===== config.mk =====
export PLATFORM = sky130hd
export DESIGN_NAME = td4_prog_loader
export DESIGN_NICKNAME = d
export VERILOG_FILES = /design/src/rtl/td4_pkg.sv /design/src/rtl/td4_prog_mem.sv /design/src/rtl/td4_prog_loader.sv
export SDC_FILE = /design/constraint.sdc
export NUM_CORES = 1
export LEC_CHECK = 0
export CAP_MARGIN = 20
export CORE_AREA = 8 8 173 175
export CTS_CLUSTER_SIZE = 40
export DETAILED_ROUTE_END_ITERATION = 8
export DIE_AREA = 0 0 181 183
export SYNTH_ARGS = -nofsm -noshare
export SYNTH_HDL_FRONTEND = slang
export SYNTH_SLANG_ARGS = --single-unit

===== constraint.sdc =====
create_clock -name clk -period 3.96 [get_ports clk]
set_input_delay 0.792 -clock clk [delete_from_list [all_inputs] [get_ports clk]]
set_output_delay 0.792 -clock clk [all_outputs]
set_load 0.03 [all_outputs]

===== src/rtl/td4_pkg.sv =====
// Shared TD4 program-memory geometry and loader FSM state encoding.
package td4_pkg;

  localparam int unsigned PROG_DEPTH = 16;
  localparam int unsigned ADDR_W     = 4;
  localparam int unsigned INSTR_W    = 8;

  typedef enum logic [2:0] {
    StRun,
    StLoad,
    StCheck,
    StHold,
    StErr
  } loader_state_e;

endpackage


===== src/rtl/td4_prog_mem.sv =====
// 16x8 program store: synchronous clear and write, asynchronous read.
module td4_prog_mem
  import td4_pkg::*;
(
  input  logic               clk_i,
  input  logic               reset_i,
  input  logic               we_i,
  input  logic [ADDR_W-1:0]  waddr_i,
  input  logic [INSTR_W-1:0] wdata_i,
  input  logic [ADDR_W-1:0]  raddr_i,
  output logic [INSTR_W-1:0] rdata_o
);

  logic [INSTR_W-1:0] mem_q [PROG_DEPTH];

  always_ff @(posedge clk_i) begin
    if (reset_i) begin
      for (int i = 0; i < PROG_DEPTH; i++) begin
        mem_q[i] <= '0;
      end
    end else if (we_i) begin
      mem_q[waddr_i] <= wdata_i;
    end
  end

  assign rdata_o = mem_q[raddr_i];

endmodule


===== src/rtl/td4_prog_loader.sv =====
// TD4 program loader: byte-stream program upload with checksum, timeout and CPU reset hold.
module td4_prog_loader
  import td4_pkg::*;
#(
  parameter int unsigned TIMEOUT_CYCLES = 1000000,
  parameter int unsigned HOLD_CYCLES    = 2
) (
  input  logic               clk,
  input  logic               reset,
  input  logic [ADDR_W-1:0]  address,
  output logic [INSTR_W-1:0] instr,
  input  logic               load_start,
  input  logic [INSTR_W-1:0] rx_data,
  input  logic               rx_valid,
  output logic               rx_ready,
  output logic               cpu_n_reset,
  output logic               busy,
  output logic               load_ok,
  output logic               load_err
);

  localparam int unsigned TcntW = (TIMEOUT_CYCLES > 1) ? $clog2(TIMEOUT_CYCLES) : 1;
  localparam int unsigned HoldW = (HOLD_CYCLES > 1) ? $clog2(HOLD_CYCLES) : 1;
  localparam logic [TcntW-1:0]  TcntLast = TcntW'(TIMEOUT_CYCLES - 1);
  localparam logic [HoldW-1:0]  HoldInit = HoldW'(HOLD_CYCLES - 1);
  localparam logic [ADDR_W-1:0] PtrLast  = ADDR_W'(PROG_DEPTH - 1);

  loader_state_e      state_q, state_d;
  logic [HoldW-1:0]   hold_q, hold_d;
  logic [TcntW-1:0]   tcnt_q, tcnt_d;
  logic [ADDR_W-1:0]  ptr_q, ptr_d;
  logic [INSTR_W-1:0] sum_q, sum_d;
  logic               ok_q, ok_d;
  logic               err_q, err_d;
  logic               cpu_n_reset_q, cpu_n_reset_d;
  logic               xfer;
  logic               mem_we;
  logic [INSTR_W-1:0] sum_next;

  assign rx_ready = (state_q == StLoad) || (state_q == StCheck);
  assign xfer     = rx_valid && rx_ready;
  assign sum_next = sum_q + rx_data;

  always_comb begin
    state_d = state_q;
    hold_d  = hold_q;
    tcnt_d  = tcnt_q;
    ptr_d   = ptr_q;
    sum_d   = sum_q;
    ok_d    = ok_q;
    err_d   = err_q;
    mem_we  = 1'b0;
    // A start pulse wins over everything, including a same-cycle byte, which is dropped.
    if (load_start) begin
      state_d = StLoad;
      ptr_d   = '0;
      sum_d   = '0;
      tcnt_d  = '0;
      ok_d    = 1'b0;
      err_d   = 1'b0;
    end else begin
      unique case (state_q)
        StRun: ;
        StLoad: begin
          if (xfer) begin
            mem_we = 1'b1;
            sum_d  = sum_next;
            ptr_d  = ptr_q + 1'b1;
            tcnt_d = '0;
            if (ptr_q == PtrLast) state_d = StCheck;
          end else if (tcnt_q == TcntLast) begin
            state_d = StErr;
            err_d   = 1'b1;
          end else begin
            tcnt_d = tcnt_q + 1'b1;
          end
        end
        StCheck: begin
          if (xfer) begin
            tcnt_d = '0;
            if (sum_next == '0) begin
              state_d = StHold;
              hold_d  = HoldInit;
              ok_d    = 1'b1;
            end else begin
              state_d = StErr;
              err_d   = 1'b1;
            end
          end else if (tcnt_q == TcntLast) begin
            state_d = StErr;
            err_d   = 1'b1;
          end else begin
            tcnt_d = tcnt_q + 1'b1;
          end
        end
        StHold: begin
          if (hold_q == '0) state_d = StRun;
          else              hold_d  = hold_q - 1'b1;
        end
        StErr: ;
        default: state_d = StHold;
      endcase
    end
    cpu_n_reset_d = (state_d == StRun);
  end

  always_ff @(posedge clk) begin
    if (reset) begin
      state_q       <= StHold;
      hold_q        <= HoldInit;
      tcnt_q        <= '0;
      ptr_q         <= '0;
      sum_q         <= '0;
      ok_q          <= 1'b0;
      err_q         <= 1'b0;
      cpu_n_reset_q <= 1'b0;
    end else begin
      state_q       <= state_d;
      hold_q        <= hold_d;
      tcnt_q        <= tcnt_d;
      ptr_q         <= ptr_d;
      sum_q         <= sum_d;
      ok_q          <= ok_d;
      err_q         <= err_d;
      cpu_n_reset_q <= cpu_n_reset_d;
    end
  end

  td4_prog_mem u_mem (
    .clk_i   (clk),
    .reset_i (reset),
    .we_i    (mem_we),
    .waddr_i (ptr_q),
    .wdata_i (rx_data),
    .raddr_i (address),
    .rdata_o (instr)
  );

  assign cpu_n_reset = cpu_n_reset_q;
  assign busy        = (state_q != StRun);
  assign load_ok     = ok_q;
  assign load_err    = err_q;

endmodule

==> out/qor.json <==
{
  "fillCellCount": 2666,
  "crit_path_max_fanout": 32,
  "timing.critical_path.slowest_cell_delay_ns": 0.61,
  "drv_cap": 0,
  "hold-path-cell-count": 2,
  "detail_route.drc_violations": 0,
  "chipHeight_um": 183,
  "postLayoutSetupSlackWorst_ns": 0.195,
  "met2_wirelength_mm": 9.64,
  "m1WireLength_mm": 8.44,
  "cts_htree_levels": 4,
  "power.leakage_uw": 0.00337,
  "areal_power_density_over_the_cells_nw_per_um2": 416,
  "post_synth_inst_count": 627,
  "io_buffer_count": 28,
  "die-width_um": 181,
  "power.share.sequential_pct": 49.5,
  "share_clk_of_total_power_pct": 42.1,
  "final.setup_skew_ns": 0.0261,
  "synth_enable_flop_cells": 128,
  "max-slew-margin-rel_pct": 56.7,
  "hold_class": "reg2reg",
  "clk-insertion-delay-late_ns": 0.43,
  "synth-seq-area-share_pct": 57.4,
  "detailed_place_hpwl_mm": 13.5,
  "boundaryPins": 29,
  "grt_max_degree": 33,
  "final.period_utilization_pct": 95.1,
  "worst_hold_startpoint": "sum_q[3]",
  "timing.final.hold_violations": 0,
  "report.final.setup_viol": 0,
  "layout-drive-gt1-share_pct": 18.0,
  "violation_count_after_the_first_detailed_route_iteration": 345,
  "wl_per_cell_um": 18.2,
  "timing.rr.start": "state_q[1]",
  "pre_cts_ws_ns": 0.170,
  "worst_ir_drop_on_vdd_uv": 277,
  "clk_transition_reported_paths_ns": 0.07,
  "power_dissipated_by_switching_net_loads_uw": 1020,
  "cp_cell_sequence": "clkdlybuf4s50_1 > buf_12 > mux4_2 > mux4_2 > clkdlybuf4s50_1",
  "number_of_buffers_inserted_to_repair_setup_after_cts": 0,
  "wl_met3_um": 518,
  "synth.distinct_cells": 52,
  "clock_sink_count": 167,
  "critical_path_arrival_ns": 2.97,
  "cts_resized": 0,
  "synth-seq-cells": 167,
  "antenna_left": 0,
  "design.final.nets": 704,
  "unrepaired_setup_endpoints_after_global_routing": "no",
  "critical_path_required_ns": 3.17,
  "place.gp.congestion": 0.774,
  "highest_clock_rate_mhz": 266,
  "timing_worst_slew_pin_value_ns": 0.642,
  "insertedDiodeCount": 0,
  "number_of_antenna_violations_at_the_first_check_in_global_routing": 0,
  "syn_area_per_cell_um2": 12.8,
  "drt-pass1-iter-count": 5,
  "cts_buffers": 17,
  "intPower_uw": 2930,
  "tritoncts": "built",
  "timing.critical_path.slowest_stage_cell": "sky130_fd_sc_hd__clkdlybuf4s50_1",
  "p_sw_share_pct": 25.8,
  "synthesized_netlist_net_count": 656,
  "grt_pass1_wl_mm": 29.8,
  "status": "completed",
  "synth.yosys.warnings": 0,
  "utilization_pct": 34.8,
  "grt_remaining_overflow": 0,
  "max-clock-path-buffers": 2,
  "regToRegEndpoint": "u_mem.mem_q[11][7]",
  "dr_total_vias": 4913,
  "async_flop_share_pct": 0,
  "postCtsHoldBufs": 0,
  "global_route.usage.total_pct": 11.7,
  "die_area_um2": 33100,
  "wirelength_mm": 18.8,
  "setup_tns_ns": 0,
  "initial_utilization_pct": 29.5,
  "ctsRootBufferMaster": "sky130_fd_sc_hd__clkbuf_16",
  "fin_crit_ns": 3.76,
  "power_frac_comb_pct": 8.4,
  "layout-area-overhead-vs-synth_pct": 18.0,
  "drv_slew": 0,
  "ff2ff_path_depth": 7,
  "vias_in_the_first_global_route": 5146,
  "startpoint_type": "primary input",
  "postSynth.topFlopCell": "sky130_fd_sc_hd__edfxtp_1",
  "top_signal_layer_used": "met4",
  "fin_total_pwr_uw": 3960,
  "critical_setup_path_kind": "in2out",
  "post_drt_via_cell_ratio": 4.75,
  "timing.critical_path.to_type": "output pin",
  "area_of_the_core_um2": 27300,
  "fp-row-count": 61,
  "r2r_setup_slack_ns": 1.43,
  "hold_end": "sum_q[3]",
  "netlist_area_um2": 8050
}
metrics by stage:
step           instance area, um^2  hold slack (ns)  cells
6_report                      9500            0.462   1034
3_3_place_gp                  8900            0.447   1002
2_1_floorplan                 8050            0.440    627
5_1_grt                       9500            0.484   1034
4_1_cts                       9500            0.465   1034
3_5_place_dp                  8900            0.455   1002
state kept, by name, indices dropped and copies added, names as in the netlist:
name / count
tcnt_q: 20
load_ok: 1
state_q: 3
cpu_n_reset: 1
load_err: 1
ptr_q: 4
u_mem.mem_q: 128
sum_q: 8
hold_q: 1
how the worst max path moves through the flow:
stage / startpoint / to / slack [ns] / depth (start not counted)
after global routing: address[1] / instr[0] / 0.14 / 5
after detailed placement: address[1] / instr[2] / 0.17 / 5
after floorplan: address[0] / instr[0] / 0.76 / 4
after global placement: address[1] / instr[2] / 0.17 / 5
final: address[1] / instr[0] / 0.20 / 5
after CTS: address[1] / instr[2] / 0.17 / 5
critical path, delay by kind of cell:
family | cells | cell delay [ns]
buf+inv | 3 | 1.33
mux | 2 | 0.84
cell usage after synthesis, types with 2 or more instances:
master / instances / area, um^2
sky130_fd_sc_hd__ha_1: 12 / 150
sky130_fd_sc_hd__a22o_1: 2 / 17.5
sky130_fd_sc_hd__xor2_1: 12 / 105
sky130_fd_sc_hd__edfxtp_1: 128 / 3840
sky130_fd_sc_hd__buf_2: 4 / 20.0
sky130_fd_sc_hd__clkbuf_1: 25 / 93.8
sky130_fd_sc_hd__buf_1: 2 / 7.51
sky130_fd_sc_hd__mux4_2: 40 / 901
sky130_fd_sc_hd__nor4_1: 4 / 25.0
sky130_fd_sc_hd__and3_1: 3 / 18.8
sky130_fd_sc_hd__o21a_1: 2 / 15.0
sky130_fd_sc_hd__nand3_1: 10 / 50.1
sky130_fd_sc_hd__a311oi_1: 2 / 17.5
sky130_fd_sc_hd__nor3_1: 6 / 30.0
sky130_fd_sc_hd__nor3b_1: 2 / 15.0
sky130_fd_sc_hd__xnor2_1: 14 / 123
sky130_fd_sc_hd__a211oi_1: 3 / 22.5
sky130_fd_sc_hd__nor3_2: 5 / 50.1
sky130_fd_sc_hd__and2_1: 128 / 801
sky130_fd_sc_hd__a21oi_1: 13 / 65.1
sky130_fd_sc_hd__o21ai_0: 21 / 105
sky130_fd_sc_hd__and4_1: 3 / 26.3
sky130_fd_sc_hd__inv_1: 11 / 41.3
sky130_fd_sc_hd__a31oi_1: 4 / 25.0
sky130_fd_sc_hd__or3_1: 2 / 12.5
sky130_fd_sc_hd__nand4_1: 7 / 43.8
sky130_fd_sc_hd__o211ai_1: 5 / 37.5
sky130_fd_sc_hd__or2_2: 5 / 31.3
sky130_fd_sc_hd__dfxtp_1: 39 / 781
sky130_fd_sc_hd__nor4bb_1: 2 / 20.0
sky130_fd_sc_hd__nand2_1: 38 / 143
sky130_fd_sc_hd__nand2b_1: 4 / 25.0
sky130_fd_sc_hd__nor2_1: 50 / 188
routing by layer:
layer / track usage [%] / vias up
met5: 0 / -
met4: 2.79 / 0
met3: 2.06 / 12
met2: 20.8 / 78
met1: 14.5 / 2447
li1: - / 2376
placed cells by master (no fill, tap or decap), types with 7 or more instances in the layout:
cell | netlist | routed
sky130_fd_sc_hd__buf_4 | 0 | 33
sky130_fd_sc_hd__nor2_1 | 50 | 50
sky130_fd_sc_hd__edfxtp_1 | 128 | 128
sky130_fd_sc_hd__mux4_2 | 40 | 40
sky130_fd_sc_hd__o21ai_0 | 21 | 21
sky130_fd_sc_hd__xnor2_1 | 14 | 14
sky130_fd_sc_hd__xor2_1 | 12 | 12
sky130_fd_sc_hd__ha_1 | 12 | 12
sky130_fd_sc_hd__nand3_1 | 10 | 10
sky130_fd_sc_hd__nand2_1 | 38 | 38
sky130_fd_sc_hd__inv_1 | 11 | 11
sky130_fd_sc_hd__dfxtp_1 | 39 | 39
sky130_fd_sc_hd__a21oi_1 | 13 | 13
sky130_fd_sc_hd__and2_1 | 128 | 128
sky130_fd_sc_hd__clkdlybuf4s50_1 | 0 | 24
sky130_fd_sc_hd__nand4_1 | 7 | 7
sky130_fd_sc_hd__clkbuf_16 | 0 | 17
area by class of cell:
class	count	area, um^2	area share, %
multi-input cells	417	3260	34.3
clock inverters	15	178	1.87
clock buffers	17	425	4.48
repair buffers	60	533	5.61
well taps	346	433	4.56
inverters	12	45.0	0.474
flip-flops and latches	167	4620	48.7
logic make-up after synthesis:
logic type	count (synthesis)	share of synthesized area, %
buffers and inverters	43	2.07
flip-flops	167	57.4
adder cells (fa/ha/maj)	13	2.11
XOR/XNOR	27	3.12
AO/OA/AOI/OAI	59	4.58
AND/OR/NAND/NOR	277	19.4
multiplexers	41	11.3
power by group through the flow:
| stage | clock network (uW) | logic (uW) | registers [uW] |
|---|---|---|---|
| 3_3_place_gp | 0 | 333 | 2000 |
| 4_1_cts | 1700 | 338 | 1960 |
| 5_1_grt | 1780 | 361 | 1970 |
| 6_report | 1660 | 333 | 1960 |
| 3_5_place_dp | 0 | 337 | 2000 |
| 2_1_floorplan | 0 | 211 | 1980 |
(Power assumes the default switching activity.)
